`config.mk`:
```
export PLATFORM = sky130hd
export DESIGN_NAME = fetch_buffer_flat
export DESIGN_NICKNAME = d
export VERILOG_FILES = /design/src/rtl/sys_defs.sv /design/src/rtl/fetch_buffer_if.sv /design/src/rtl/fq_ram.sv /design/src/rtl/fetch_buffer.sv /design/src/flat_wrapper.sv
export SDC_FILE = /design/constraint.sdc
export NUM_CORES = 2
export LEC_CHECK = 0
export BUFFER_PORTS_ARGS = -buffer_cell sky130_fd_sc_hd__buf_4
export CAP_MARGIN = 20
export CORE_MARGIN = 4
export CORE_UTILIZATION = 45
export DETAILED_ROUTE_END_ITERATION = 16
export HOLD_SLACK_MARGIN = 0.03
export MAX_ROUTING_LAYER = met4
export PLACE_DENSITY_LB_ADDON = 0.15
export SLEW_MARGIN = 20
export SYNTH_ARGS = -nofsm -noshare
export SYNTH_HDL_FRONTEND = slang
export SYNTH_SLANG_ARGS = --single-unit
```
`constraint.sdc`:
```
create_clock -name clock -period 15.6 [get_ports clock]
set_input_delay 1.56 -clock clock [delete_from_list [all_inputs] [get_ports clock]]
set_output_delay 1.56 -clock clock [all_outputs]
set_load 0.02 [all_outputs]
```
`src/rtl/sys_defs.sv`:
```
// Shared fetch-stage definitions.
// Queue depth and entry layout used by fetch_buffer and its storage.
package sys_defs;

  localparam int FQ_DEPTH   = 8;
  localparam int FQ_ENTRY_W = 96;

  typedef struct packed {
    logic [63:0] pc;
    logic [31:0] inst;
  } fq_entry_t;

  function automatic logic [63:0] next_block(
    input logic [63:0] pc
  );
    return {pc[63:3] + 61'd1, 3'b000};
  endfunction

endpackage

```
`src/rtl/fetch_buffer_if.sv`:
```
// Fetch buffer ports: icache side, redirect and decode side.
// master is the buffer itself, slave is its environment.
interface fetch_buffer_if #(
  parameter int FQ_DEPTH = sys_defs::FQ_DEPTH
);

  localparam int CW = $clog2(FQ_DEPTH) + 1;

  logic [63:0]   Icache_data_out;
  logic          Icache_valid_out;
  logic          redirect_en;
  logic [63:0]   redirect_pc;
  logic [1:0]    deq_count;
  logic [63:0]   proc2Icache_addr;
  logic          stall_icache;
  logic [31:0]   inst0;
  logic [31:0]   inst1;
  logic [63:0]   pc0;
  logic [63:0]   pc1;
  logic          valid0;
  logic          valid1;
  logic [CW-1:0] fq_count;

  modport master (
    input  Icache_data_out,
    input  Icache_valid_out,
    input  redirect_en,
    input  redirect_pc,
    input  deq_count,
    output proc2Icache_addr,
    output stall_icache,
    output inst0,
    output inst1,
    output pc0,
    output pc1,
    output valid0,
    output valid1,
    output fq_count
  );

  modport slave (
    output Icache_data_out,
    output Icache_valid_out,
    output redirect_en,
    output redirect_pc,
    output deq_count,
    input  proc2Icache_addr,
    input  stall_icache,
    input  inst0,
    input  inst1,
    input  pc0,
    input  pc1,
    input  valid0,
    input  valid1,
    input  fq_count
  );

endinterface

```
`src/rtl/fq_ram.sv`:
```
// Fetch queue storage: two write ports, two async read ports.
// The two write addresses are never equal in the same cycle.
module fq_ram
  import sys_defs::*;
#(
  parameter int DEPTH = FQ_DEPTH,
  parameter int AW    = $clog2(DEPTH)
) (
  input  logic          clock,
  input  logic          we0,
  input  logic [AW-1:0] wa0,
  input  fq_entry_t     wd0,
  input  logic          we1,
  input  logic [AW-1:0] wa1,
  input  fq_entry_t     wd1,
  input  logic [AW-1:0] ra0,
  output fq_entry_t     rd0,
  input  logic [AW-1:0] ra1,
  output fq_entry_t     rd1
);

  fq_entry_t mem [DEPTH];

  always_ff @(posedge clock) begin
    if (we0) mem[wa0] <= wd0;
    if (we1) mem[wa1] <= wd1;
  end

  assign rd0 = mem[ra0];
  assign rd1 = mem[ra1];

endmodule

```
`src/rtl/fetch_buffer.sv`:
```
// Instruction fetch queue between icache and decode.
// Splits aligned 8-byte blocks into up to two {pc, inst} entries.
module fetch_buffer
  import sys_defs::*;
#(
  parameter int FQ_DEPTH = sys_defs::FQ_DEPTH
) (
  input logic           clock,
  input logic           reset,
  fetch_buffer_if.master fb
);

  localparam int PW = $clog2(FQ_DEPTH);
  localparam int CW = PW + 1;

  logic [63:0]   fetch_pc;
  logic [PW-1:0] head;
  logic [PW-1:0] tail;
  logic [CW-1:0] count;

  logic [CW-1:0] space;
  logic [1:0]    need;
  logic          stall;
  logic          enq;
  logic          odd;
  logic [1:0]    enq_n;
  logic [1:0]    deq_req;
  logic [1:0]    deq_n;

  fq_entry_t wd0;
  fq_entry_t wd1;
  fq_entry_t rd0;
  fq_entry_t rd1;

  logic unused_rpc;
  assign unused_rpc = ^fb.redirect_pc[1:0];

  assign odd   = fetch_pc[2];
  assign need  = odd ? 2'd1 : 2'd2;
  assign space = CW'(FQ_DEPTH) - count;
  assign stall = space < CW'(need);
  assign enq   = fb.Icache_valid_out & ~stall & ~fb.redirect_en;
  assign enq_n = enq ? need : 2'd0;

  assign deq_req = (fb.deq_count == 2'd3) ? 2'd2 : fb.deq_count;
  assign deq_n   = (CW'(deq_req) > count) ? count[1:0] : deq_req;

  // An odd PC only supplies the high word of its block.
  always_comb begin
    wd0.pc   = fetch_pc;
    wd0.inst = odd ? fb.Icache_data_out[63:32]
                   : fb.Icache_data_out[31:0];
    wd1.pc   = fetch_pc + 64'd4;
    wd1.inst = fb.Icache_data_out[63:32];
  end

  fq_ram #(
    .DEPTH (FQ_DEPTH)
  ) u_ram (
    .clock (clock),
    .we0   (enq),
    .wa0   (tail),
    .wd0   (wd0),
    .we1   (enq & ~odd),
    .wa1   (tail + PW'(1)),
    .wd1   (wd1),
    .ra0   (head),
    .rd0   (rd0),
    .ra1   (head + PW'(1)),
    .rd1   (rd1)
  );

  always_ff @(posedge clock) begin
    if (reset) begin
      fetch_pc <= '0;
      head     <= '0;
      tail     <= '0;
      count    <= '0;
    end else if (fb.redirect_en) begin
      fetch_pc <= {fb.redirect_pc[63:2], 2'b00};
      head     <= '0;
      tail     <= '0;
      count    <= '0;
    end else begin
      if (enq) fetch_pc <= next_block(fetch_pc);
      head  <= head + PW'(deq_n);
      tail  <= tail + PW'(enq_n);
      count <= count + CW'(enq_n) - CW'(deq_n);
    end
  end

  assign fb.proc2Icache_addr = fetch_pc;
  assign fb.stall_icache     = stall;
  assign fb.fq_count         = count;
  assign fb.valid0           = count >= CW'(1);
  assign fb.valid1           = count >= CW'(2);
  assign fb.inst0            = rd0.inst;
  assign fb.pc0              = rd0.pc;
  assign fb.inst1            = rd1.inst;
  assign fb.pc1              = rd1.pc;

endmodule

```
`src/flat_wrapper.sv`:
```
// flat-port wrapper written by rule: the top's interface ports become plain ports
module fetch_buffer_flat import sys_defs::*;
#(
  parameter int FQ_DEPTH = sys_defs::FQ_DEPTH
)
  (clock, reset, fb_Icache_data_out, fb_Icache_valid_out, fb_redirect_en, fb_redirect_pc, fb_deq_count, fb_proc2Icache_addr, fb_stall_icache, fb_inst0, fb_inst1, fb_pc0, fb_pc1, fb_valid0, fb_valid1, fb_fq_count);
  fetch_buffer_if #(.FQ_DEPTH(FQ_DEPTH)) fb_i ();
  input logic clock;
  input logic reset;
  input wire logic [$bits(fb_i.Icache_data_out)-1:0] fb_Icache_data_out;
  input wire logic [$bits(fb_i.Icache_valid_out)-1:0] fb_Icache_valid_out;
  input wire logic [$bits(fb_i.redirect_en)-1:0] fb_redirect_en;
  input wire logic [$bits(fb_i.redirect_pc)-1:0] fb_redirect_pc;
  input wire logic [$bits(fb_i.deq_count)-1:0] fb_deq_count;
  output wire logic [$bits(fb_i.proc2Icache_addr)-1:0] fb_proc2Icache_addr;
  output wire logic [$bits(fb_i.stall_icache)-1:0] fb_stall_icache;
  output wire logic [$bits(fb_i.inst0)-1:0] fb_inst0;
  output wire logic [$bits(fb_i.inst1)-1:0] fb_inst1;
  output wire logic [$bits(fb_i.pc0)-1:0] fb_pc0;
  output wire logic [$bits(fb_i.pc1)-1:0] fb_pc1;
  output wire logic [$bits(fb_i.valid0)-1:0] fb_valid0;
  output wire logic [$bits(fb_i.valid1)-1:0] fb_valid1;
  output wire logic [$bits(fb_i.fq_count)-1:0] fb_fq_count;
  assign fb_i.Icache_data_out = fb_Icache_data_out;
  assign fb_i.Icache_valid_out = fb_Icache_valid_out;
  assign fb_i.redirect_en = fb_redirect_en;
  assign fb_i.redirect_pc = fb_redirect_pc;
  assign fb_i.deq_count = fb_deq_count;
  assign fb_proc2Icache_addr = fb_i.proc2Icache_addr;
  assign fb_stall_icache = fb_i.stall_icache;
  assign fb_inst0 = fb_i.inst0;
  assign fb_inst1 = fb_i.inst1;
  assign fb_pc0 = fb_i.pc0;
  assign fb_pc1 = fb_i.pc1;
  assign fb_valid0 = fb_i.valid0;
  assign fb_valid1 = fb_i.valid1;
  assign fb_fq_count = fb_i.fq_count;
  fetch_buffer #(.FQ_DEPTH(FQ_DEPTH)) u_core (.clock(clock), .reset(reset), .fb(fb_i));
endmodule
```
* Word level (Yosys, flattened, before mapping)
Memory sizes are Yosys's and may differ from the RTL's. A register that Yosys moved wholly into a read port is not among the register bits.
Index checks and enable logic that the tools add are counted.
** Operators by class
- Add/subtract/negate cells :: 9
- Order comparisons :: 4
- Eq/ne operators :: 1
- Multiplexer cells :: 12
- Bitwise gates (word level) :: 6
- Reductions and logical operators :: 2
** Operator list (number)
- 64-bit two-way mux :: 2
- 64-bit by 3-bit adder with 64-bit output, second input constant :: 1
- 61-bit by 1-bit adder with 61-bit output, second input constant :: 1
- 32-bit two-way mux :: 1
- 2-bit two-way mux :: 4
- 3-bit by 1-bit adder with 3-bit output, second input constant :: 2
- 3-bit by 2-bit adder with 3-bit output :: 2
- 4-bit by 2-bit adder with 4-bit output :: 1
- 4-bit by 1-bit greater-or-equal comparator with 1-bit output, second input constant :: 1
- 4-bit by 2-bit greater-or-equal comparator with 1-bit output, second input constant :: 1
- 2-bit by 4-bit > comparator with 1-bit output :: 1
- 4-bit by 2-bit less-than comparator with 1-bit output :: 1
- 1-bit two-way mux :: 4
- 4-bit by 2-bit subtractor with 4-bit output :: 1
- 4-bit subtractor, first input constant :: 1
- 1-bit bitwise AND :: 3
- 3-bit two-way mux :: 1
- 1-bit inverter :: 3
- 2-bit == test, second input constant :: 1
- 2-bit nonzero test :: 1
- 2-bit OR reduction :: 1
** Storage, ports and cells
- Bits in registers :: 72
- Memory bits (writable) :: 768
- Bits of input ports :: 134
- Logic and storage cells :: 39
- Memories :: 1
** Memories
- u_core.u_ram.mem :: words 8, width 96, rd ports 2, clocked after memory_dff 1, write ports 2, line fq_ram.sv:22 : fq_entry_t mem [DEPTH];

* Depth between registers and ports, before layout
- Depth in word-level cells :: 8
- Depth in mapped cells :: 14
- Mapped depth without buffers :: 14

* Hierarchy
Synthesis repeated with hierarchy kept, for this count alone.
** Second synthesis, totals
- Cells, all modules :: 3202
- Area total of the unflattened synthesis :: 50444.6 sq um
** By module, submodules not included
- fq_ram :: instances 1, cells each 2330, area each 43669.4 sq um, seq. area each 23062.1 sq um
- fetch_buffer :: instances 1, cells each 872, area each 6775.2 sq um, seq. area each 1441.4 sq um

* Worst setup path before layout
No wires, ideal clock.
- Path type :: input-to-reg
- From :: input port fb_redirect_en
- To :: memory u_core.u_ram.mem[4][0] (netlist name), enable pin
- Library setup time :: 0.802 ns
- Arrival time :: 11.620 ns
- Setup slack :: 3.178 ns
- Stages :: 5
- Buffers on the path :: 2
- Cells stage by stage :: clkbuf_1 -> inv_1 -> clkbuf_1 -> nand2_1 -> o41ai_1
** RTL lines
- from (decl) :: line flat_wrapper.sv:12 : input wire logic [$bits(fb_i.redirect_en)-1:0] fb_redirect_en;
- to (decl) :: line fq_ram.sv:22

* Final worst setup path
- From :: register u_core.head[0]
- To :: output port fb_pc1[28]
** Between the ends
- Cells in the longest elaborated chain, start to end :: 2
** Ends and longest elaborated chain
- from (decl) :: line fetch_buffer.sv:17 : logic [PW-1:0] head;
- from (signal assigned) :: line fetch_buffer.sv:86 : head <= head + PW'(deq_n);
- 3-bit by 1-bit adder with 3-bit output :: line fetch_buffer.sv:69 : .ra1 (head + PW'(1)),
- memory 8 x 96 bit
- to (decl) :: line flat_wrapper.sv:20 : output wire logic [$bits(fb_i.pc1)-1:0] fb_pc1;
No other way between the ends.

==> impl_metrics.ini <==
[status]
outcome = finished clean

[pwr]
combPwrFrac_pct = 29.2
switching_share_pct = 30.8
p_seq_share_pct = 39.4
peakVddDrop_mv = 0.0900
power.switching_mw = 2.12
clockPowerShare_pct = 31.5
power_mw = 6.86
total_leakage_power_nw = 17.0
p_int_mw = 4.75
powerDensity_nw_per_um2 = 132

[worst_hold_path]
hold_class = reg2reg
hold_depth = 0

[cells_and_area]
final_cell_mix = edfxtp_1, buf_4, nor2_1, mux4_2, nand2_1
final_cell_count_no_fill = 4952
fin_util_pct = 51.7
nFillCells = 8437
postLayoutCellArea_um2 = 52000
final_common_cell = edfxtp_1
area_growth_pct = 13.5
nets = 3670
drive_gt1_share_pct = 33.2

[cts]
numCtsBuffers = 94
cts_resized = 0
root_buffer = clkbuf_16
clk_transition_reported_paths_ns = 0.06
htree_levels = 3
cts_buffer_depth = 3
clk_latency_ns = 0.67
cts_setup_buffers = 0
hold_buffers = 0
cts_tree = yes
cts.sinks = 824

[worst_setup_path]
critPathArrivalTime_ns = 4.37
slowest_stage = dfxtp_4
reg2reg_depth = 11
crit_type = reg2out
required_ns = 14.04
worst-r2r-setup-slack_ns = 10.68
critPathMaxFanout = 140
worstSetupStartpointType = register
end_kind = output pin
cp_slowest_stage_delay_ns = 0.95
worstPathCellList = ha_4 > buf_12 > mux4_2 > mux2_2 > buf_4

[die]
io_pins = 397
core_region_area_um2 = 101000
dieArea_um2 = 107000
die_w_um = 327
rows = 116
die_h_um = 327
start_util_pct = 45.6

[global_route]
grt_use_met3_pct = 4.47
grt_pass1_vias = 31300
grt_pass1_wl_um = 208000
grtUsageMet2_pct = 44.2
antenna_found_initial = 6
grt_max_degree = 151
grt.busiest_layer = met2
grt_overflow = 0
grt_use_total_pct = 27.1
use_met1_pct = 35.0

[synth]
synth_top_area_share_pct = 49.3
synth_warnings = 0
synth-simple-area-share_pct = 7.96
synth_edf_count = 752
ys_types = 54
syn_avg_cell_area_um2 = 13.0
synth_area_leaders = edfxtp_1, mux4_2, mux2_2, xnor2_1, clkbuf_1
synth_compound_area_share_pct = 4.60
syn_inst = 3530
ys_seq_area_share_pct = 52.4
synth_fa_ha_area_share_pct = 0.666
synthArstFlopShare_pct = 0
synth_top_family_by_area = multiplexers
synthMuxAreaShare_pct = 23.9
synth-main-ff-cell = edfxtp_1
syn_area_um2 = 45800
synth_largest_area_cell = edfxtp_1
ys_ff_latch = 824
synthXorXnorAreaFrac_pct = 5.43

[drt]
ant_nets = 0
wire_per_inst_um = 28.9
wirelength_um = 143000
drtPass1Iterations = 6
vias_per_cell = 6.16
drtIter0Drc = 3168
drc = 0
vias = 30500

[timing]
post-route-period-util_pct = 38.0
rsz0062_at_grt = no
holdWs_ns = 0.669
setup_viol = 0
slew_viol_final = 0
hold_viol = 0
fmax_mhz = 169
slew_headroom_pct = 21.7
tns_ns = 0
worst-slew-pin-transition_ns = 1.17
fin_ws_ns = 9.67
period_minus_slack_ns = 5.93
skew_ns = 0.0278

[placement]
placed_cell_area_um2 = 49000
dp.cells = 4774
dp_hpwl_um = 84800
port_buffers = 388
post-place-ws_ns = 9.85
place.gp.congestion = 0.837

[run]
max-cap-violations = 0
## final cells by class
type | instances | area (µm²) | area share [%]
clock buffers | 122 | 2580 | 4.96
repair buffers | 455 | 3470 | 6.67
flip-flops and latches | 824 | 24000 | 46.2
diodes | 5 | 12.5 | 0.0240
clock inverters | 50 | 422 | 0.810
multi-input cells | 2115 | 19700 | 37.9
well taps | 1357 | 1700 | 3.26
inverters | 24 | 92.6 | 0.178
## path summary, 6_finish.rpt
kind	startpoint	endpoint
max	u_core.head[0]	fb_pc1[28]
min	u_core.fb.proc2Icache_addr[23]	u_core.u_ram.mem[1][55]
max reg2reg	u_core.fb.fq_count[0]	u_core.u_ram.mem[7][22]
min reg2reg	u_core.fb.proc2Icache_addr[23]	u_core.u_ram.mem[1][55]
## critical path, delay by kind of cell, from the launching register on
family     cells  cell delay (ns)
mux            2             0.77
fa+ha+maj      1             0.85
buf+inv        2             0.97
flops          1             0.95
## logic make-up after synthesis
family                     after synthesis
and+or+nand+nor                        832
muxes                                  599
DFF                                    824
adders and majority gates               22
other                                    1
buffers and inverters                  596
xor gates and xnor gates               284
AOI/OAI and AO/OA                      372
## state kept, by name (all words and copies together) (netlist names)
| signal | count |
|---|---|
| u_core.u_ram.mem | 752 |
| u_core.fb.proc2Icache_addr | 62 |
| u_core.fb.fq_count | 4 |
| u_core.tail | 3 |
| u_core.head | 3 |
## layer usage
| layer | vias up | routed length, µm |
|---|---|---|
| met3 | 248 | 12500 |
| met4 | 0 | 4260 |
| met5 | - | 0 |
| met1 | 15800 | 56000 |
| li1 | 12900 | - |
| met2 | 1514 | 70200 |
## synth_stat cells (13+ instances only)
cell type	instances
nand4_1	28
buf_1	40
mux2_2	188
o21ai_0	24
a311oi_1	22
nand2_1	280
mux4_2	376
ha_1	18
clkbuf_1	482
inv_1	24
or3_1	17
a211oi_1	26
xor2_1	59
mux2i_1	35
nand2b_1	13
dfxtp_1	72
a21oi_1	268
and3_1	20
edfxtp_1	752
nor2_1	376
nor3_1	13
nand3_1	27
xnor2_1	225
buf_2	42
## power by group through the flow
stage          clock network, mW  logic, mW  registers [mW]
6_report                    2.16       2.00            2.70
5_1_grt                     2.30       2.12            2.72
4_1_cts                     2.20       2.02            2.70
3_5_place_dp                   0       2.01            2.75
3_3_place_gp                   0       2.00            2.73
2_1_floorplan                  0       1.30            2.71
Note: power is estimated with default switching activity, not from simulation.
